`src/rtl/fpga_io_pkg.sv`:
```
// Shared types and default timing constants for the board I/O blocks (buttons, LED blinkers).
package fpga_io_pkg;

  typedef enum logic [1:0] {
    IDLE         = 2'd0,
    PRESS_WAIT   = 2'd1,
    HELD         = 2'd2,
    RELEASE_WAIT = 2'd3
  } btn_state_t;

  localparam int unsigned CLK_HZ        = 50_000_000;
  localparam int unsigned DEBOUNCE_20MS = CLK_HZ / 50;
  localparam int unsigned LONG_1S       = CLK_HZ;

endpackage

```
`src/rtl/sync_2ff.sv`:
```
// Generic 1-bit two-flop synchroniser for asynchronous inputs; reset value is a parameter.
module sync_2ff #(
  parameter logic RESET_VAL = 1'b0
) (
  input  logic clk,
  input  logic reset,
  input  logic d,
  output logic q
);

  logic meta;

  always_ff @(posedge clk) begin
    if (reset) begin
      meta <= RESET_VAL;
      q    <= RESET_VAL;
    end else begin
      meta <= d;
      q    <= meta;
    end
  end

endmodule

```
`src/rtl/fpga_button_in.sv`:
```
// Push-button front end: synchronise, debounce, and emit press/release/long-press strobes,
// a stable level and a wrapping press counter.
module fpga_button_in
  import fpga_io_pkg::*;
#(
  parameter int unsigned DEBOUNCE_CYCLES   = DEBOUNCE_20MS,
  parameter int unsigned LONG_PRESS_CYCLES = LONG_1S,
  parameter bit          ACTIVE_LOW        = 1'b1,
  parameter int unsigned CNT_W             = 8
) (
  input  logic             clk,
  input  logic             reset,
  input  logic             btn_raw,
  output logic             btn_level,
  output logic             press_pulse,
  output logic             release_pulse,
  output logic             long_pulse,
  output logic [CNT_W-1:0] press_count
);

  localparam int unsigned DCNT_W = $clog2(DEBOUNCE_CYCLES);
  localparam int unsigned HCNT_W = $clog2(LONG_PRESS_CYCLES + 1);

  localparam logic [DCNT_W-1:0] DCNT_LAST = DCNT_W'(DEBOUNCE_CYCLES - 1);
  localparam logic [HCNT_W-1:0] HCNT_LONG = HCNT_W'(LONG_PRESS_CYCLES - 1);
  localparam logic [HCNT_W-1:0] HCNT_SAT  = HCNT_W'(LONG_PRESS_CYCLES);

  if (DEBOUNCE_CYCLES < 2) begin : g_bad_debounce
    $error("fpga_button_in: DEBOUNCE_CYCLES must be >= 2");
  end
  if (LONG_PRESS_CYCLES <= DEBOUNCE_CYCLES) begin : g_bad_long
    $error("fpga_button_in: LONG_PRESS_CYCLES must exceed DEBOUNCE_CYCLES");
  end

  btn_state_t        state;
  logic [DCNT_W-1:0] dcnt;
  logic [HCNT_W-1:0] hcnt;
  logic              long_done;
  logic              p;
  logic              s;

  // Normalise so that 1 always means pressed, then synchronise.
  assign p = ACTIVE_LOW ? ~btn_raw : btn_raw;

  sync_2ff #(
    .RESET_VAL (1'b0)
  ) u_sync (
    .clk   (clk),
    .reset (reset),
    .d     (p),
    .q     (s)
  );

  always_ff @(posedge clk) begin
    if (reset) begin
      state         <= IDLE;
      dcnt          <= '0;
      hcnt          <= '0;
      long_done     <= 1'b0;
      btn_level     <= 1'b0;
      press_pulse   <= 1'b0;
      release_pulse <= 1'b0;
      long_pulse    <= 1'b0;
      press_count   <= '0;
    end else begin
      press_pulse   <= 1'b0;
      release_pulse <= 1'b0;
      long_pulse    <= 1'b0;

      case (state)
        IDLE: begin
          if (s) begin
            state <= PRESS_WAIT;
            dcnt  <= '0;
          end
        end

        PRESS_WAIT: begin
          if (!s) begin
            state <= IDLE;
          end else if (dcnt == DCNT_LAST) begin
            state       <= HELD;
            press_pulse <= 1'b1;
            btn_level   <= 1'b1;
            press_count <= press_count + CNT_W'(1);
            hcnt        <= '0;
            long_done   <= 1'b0;
          end else begin
            dcnt <= dcnt + DCNT_W'(1);
          end
        end

        HELD: begin
          if (!s) begin
            state <= RELEASE_WAIT;
            dcnt  <= '0;
          end else begin
            if (hcnt != HCNT_SAT) begin
              hcnt <= hcnt + HCNT_W'(1);
            end
            // Fires once per press; long_done survives release bounces.
            if (hcnt == HCNT_LONG && !long_done) begin
              long_pulse <= 1'b1;
              long_done  <= 1'b1;
            end
          end
        end

        RELEASE_WAIT: begin
          if (s) begin
            state <= HELD;
          end else if (dcnt == DCNT_LAST) begin
            state         <= IDLE;
            release_pulse <= 1'b1;
            btn_level     <= 1'b0;
          end else begin
            dcnt <= dcnt + DCNT_W'(1);
          end
        end

        default: state <= IDLE;
      endcase
    end
  end

endmodule

```
`config.mk`:
```
export PLATFORM = sky130hd
export DESIGN_NAME = fpga_button_in
export DESIGN_NICKNAME = d
export VERILOG_FILES = /design/src/rtl/fpga_io_pkg.sv /design/src/rtl/sync_2ff.sv /design/src/rtl/fpga_button_in.sv
export SDC_FILE = /design/constraint.sdc
export NUM_CORES = 1
export LEC_CHECK = 0
export BUFFER_PORTS_ARGS = -buffer_cell sky130_fd_sc_hd__buf_2
export CAP_MARGIN = 15
export CORE_MARGIN = 5
export CORE_UTILIZATION = 57
export CTS_BUF_LIST = sky130_fd_sc_hd__clkbuf_8
export DETAILED_ROUTE_END_ITERATION = 10
export PLACE_DENSITY_LB_ADDON = 0.1
export SLEW_MARGIN = 25
export SYNTH_ARGS = -nofsm -noshare
export SYNTH_HDL_FRONTEND = slang
export SYNTH_SLANG_ARGS = --single-unit
export TNS_END_PERCENT = 100
```
`constraint.sdc`:
```
create_clock -name clk -period 2 [get_ports clk]
set_input_delay 0.4 -clock clk [delete_from_list [all_inputs] [get_ports clk]]
set_output_delay 0.4 -clock clk [all_outputs]
set_load 0.005 [all_outputs]
```
==> reports/summary.txt <==
status: finished with violations
failing checks: negative setup slack
count leader, synth: dfxtp_1
Area Growth Syn to Fin: 30.11%
CTS Buffer Depth: 2
final hold slack: 192.0 ps
EDFF count, synth: 0
Sink Count: 63
Yosys warning count: 0
Worst R2R Start: dcnt[8]$_SDFFE_PP0P_
Die W: 86.41 um
final RePlAce weighted congestion: 0.8751
post-synthesis mux area share: 2.406%
Iteration-0 DRC Markers: 287
cell area after synthesis: 3328 um2
register share of total power: 49.6%
DRT Pass-1 Iters: 5
Post-Synth Adder-Cell Area: 1.504%
largest register by flop count: hcnt
fin. max-slew vios: 0
initial antenna violation count: 0
worst reg-to-reg setup slack: -60 ps
Post-Synth Simple-Gate Area: 32.71%
Critical Path RT: 2290 ps
Synth Area in XOR/XNOR: 2.368%
Worst Hold Path EP: u_sync.meta$_SDFF_PP0_
worst slew pin tran: 552.7 ps
CP peak stage delay: 590 ps
synth cell count leaders: dfxtp_1 (63), nand2_1 (45), a21oi_1 (35)
Synth Net Count: 417
first-pass GRT wire length: 15,210 um
antenna violation net count after detailed routing: 0
Max FO, Critical Path: 4
Final Non-Filler Cells: 560
R2R Path End: press_count[7]$_SDFFE_PP0P_
via count: 3,500
crit end category: flop
share of cells above drive strength 1: 26.84%
Sw Pwr: 568.5 uW
synth unique cells: 52
drt via density: 6.250
Final Cycle Share: 102.8%
max FFs per register: 26
Core Area: 5574 um2
worst path cell trace: or4b_4 -> nor3b_4 -> buf_6 -> nand4_1 -> or3_1 -> a21oi_2
largest area contributor in the netlist: dfxtp_1
Critical Path AT: 2350 ps
combinational power share: 3.3%
Antenna Diode Count: 0
Lkg Pwr: 0.001684 uW
final setup fails: 7
CTS clk-pin slew, worst paths: 70 ps
DIE AREA: 7467 um2
CTS tree: built
post-synthesis cell count: 410
DP HPWL: 6140 um
setup_tns: -165.6 ps
GRT overflow: 0
fmax: 486.5 MHz
die height: 86.41 um
critical path's slowest cell: or4b_4
worst hold start: btn_raw
switching share of power: 22.34%
worst hold path class: in2reg
Initial Util: 59.71%
Setup WS post-layout: -55.40 ps
htree depth: 3
Post-CTS Hold Buffers: 0
Worst VDD drop: 462.4 uV
vias in the first global route: 3,228
Startpoint Class: flop
minimum clock period: 2055 ps
Filler Cell Count: 378
largest net degree at the start of global routing: 21
pwr dens: 587.7 nW/um2
worst r2r path cells: 6
fraction of the yosys area taken by sequential cells: 37.89%
relative slew slack: 62.87%
Storage cell area: 1266 um2
Max Cap Viol: 0
depth of the worst hold-timing path: 2
area occupied by multi-input gates: 2126 um2
total power: 2545 uW
compound-gate portion of the synthesized area: 19.70%
Clk network pwr share: 47.1%
total track usage: 25.29%
latest clock arrival within the worst-skew pair: 350 ps
final hold violations: 0
area fraction of the dominant cell type after synthesis: 37.89%
largest family of logic cells by synthesized area: simple AND/OR/NAND/NOR gates
I/O pin count: 15
Area contributors post-synth: dfxtp_1 (38%), a21oi_1 (5.3%), nand3_1 (5.1%), nand2_1 (5.1%), nand4_1 (3.9%)
Avg WL per Cell: 16.83 um
Post-synth top flop: dfxtp_1
root buf cell: clkbuf_8
# DRC: 0
Final nets: 490
drt total wl: 9422 um
RSZ-0062 raised after global routing: true
Mean Syn Cell Area: 8.118 um2
top flop regs: hcnt: 26 flops, dcnt: 20 flops, press_count: 8 flops
critical path type: reg2reg
row cnt: 27
P_int: 1976 uW
Buffers on Ports: 14
skew final: 5.205 ps
#FFs+latches synth: 63
dpl cells: 540
ys async rst share: 0%
TritonCTS Buffers: 9
[power by group through the flow]
| stage | Sequential [uW] | Combinational (uW) | Clock [uW] |
|---|---|---|---|
| floorplan | 1290 | 41.6 | 0 |
| global placement | 1290 | 76.3 | 0 |
| detailed placement | 1290 | 76.4 | 0 |
| CTS | 1260 | 79.5 | 1200 |
| global route | 1260 | 91.5 | 1260 |
| finish | 1260 | 84.0 | 1200 |
[layout make-up]
class                   count  share of cell area [%]
inverters                  13                   1.127
clock buffers               9                   2.860
flip-flops and latches     63                   29.24
well taps                  72                   2.080
repair buffers             79                   13.72
multi-input cells         317                   49.09
clock inverters             7                   1.878
[critical path: cells and delay by family, from the launching register on]
family                 cells  cell delay (ps)
buffers and inverters      1              140
DFF                        1              320
and+or+nand+nor            4             1430
AOI/OAI and AO/OA          1              110
[cell usage in the layout, fill, tap and decap left out, types with 3 or more instances in the layout]
master	Yosys	layout
buf_4	0	60
ha_1	4	3
nand2b_1	4	4
nor2_1	20	20
a21oi_1	35	31
nor4_4	1	3
and3_1	10	10
a31oi_1	19	18
xnor2_1	5	5
nor4_1	7	6
mux2i_1	8	8
a22o_1	7	7
a21oi_2	0	4
or4_1	7	5
dfxtp_1	63	59
nor3_1	6	6
o211ai_1	7	7
buf_6	0	3
nand3_1	34	32
and4_1	4	4
or3_1	4	3
xor2_1	4	4
nor2b_1	3	3
clkbuf_8	0	9
o21ai_0	14	14
nand2_1	45	45
buf_2	1	14
nand4b_1	3	3
dfxtp_2	0	4
a21o_1	4	3
nand4_1	21	21
inv_1	13	15
and2_1	5	3
[per-layer routing]
metal | global-route usage (%) | wire (um) | part of all wire, % | vias to the layer above
li1 | - | - | - | 1698
met1 | 31.84 | 4005 | 43 | 1653
met2 | 42.28 | 4706 | 50 | 129
met3 | 6.084 | 557 | 5.9 | 20
met4 | 8.640 | 153 | 1.6 | 0
met5 | 0 | 0 | 0 | -
[how the worst max path moves through the flow]
stage                                     start                     endpoint  slack [ps]  depth (start not counted)
final                      dcnt[8]$_SDFFE_PP0P_  press_count[7]$_SDFFE_PP0P_         -60                          6
after global routing       dcnt[8]$_SDFFE_PP0P_  press_count[7]$_SDFFE_PP0P_        -100                          6
after global placement    dcnt[13]$_SDFFE_PP0P_  press_count[3]$_SDFFE_PP0P_         -50                          6
after CTS                  dcnt[7]$_SDFFE_PP0P_  press_count[4]$_SDFFE_PP0P_         -60                          6
after floorplan           dcnt[13]$_SDFFE_PP0P_  press_count[3]$_SDFFE_PP0P_         -50                          5
after detailed placement   dcnt[8]$_SDFFE_PP0P_  press_count[7]$_SDFFE_PP0P_         -70                          6
[logic make-up (layout without fill, tap and decap cells)]
kind of cell / after synthesis / count (layout)
xor+xnor: 9 / 9
compound gates: 104 / 104
buf+inv: 30 / 108
simple gates: 192 / 192
flops: 63 / 63
fa+ha+maj: 4 / 4
mux: 8 / 8
[timing repair]
item / in CTS / in global routing
gates resized for setup: 9 / 28
gates cloned: 0 / 0
setup endpoints to repair: 13 / 47
buffers inserted: 4 / 1
pin swaps: 11 / 10
[per-stage QoR]
stage / setup slack (ps) / util, % / area [um2]
after floorplan: -47.25 / - / 3356
after global placement: -48.38 / 70.64 / 3938
after detailed placement: -73.54 / 70.64 / 3938
after CTS: -58.15 / 75.58 / 4213
after global routing: -99.77 / 77.69 / 4330
final: -55.40 / 77.69 / 4330
No activity file was read; power rests on OpenSTA's default activity.
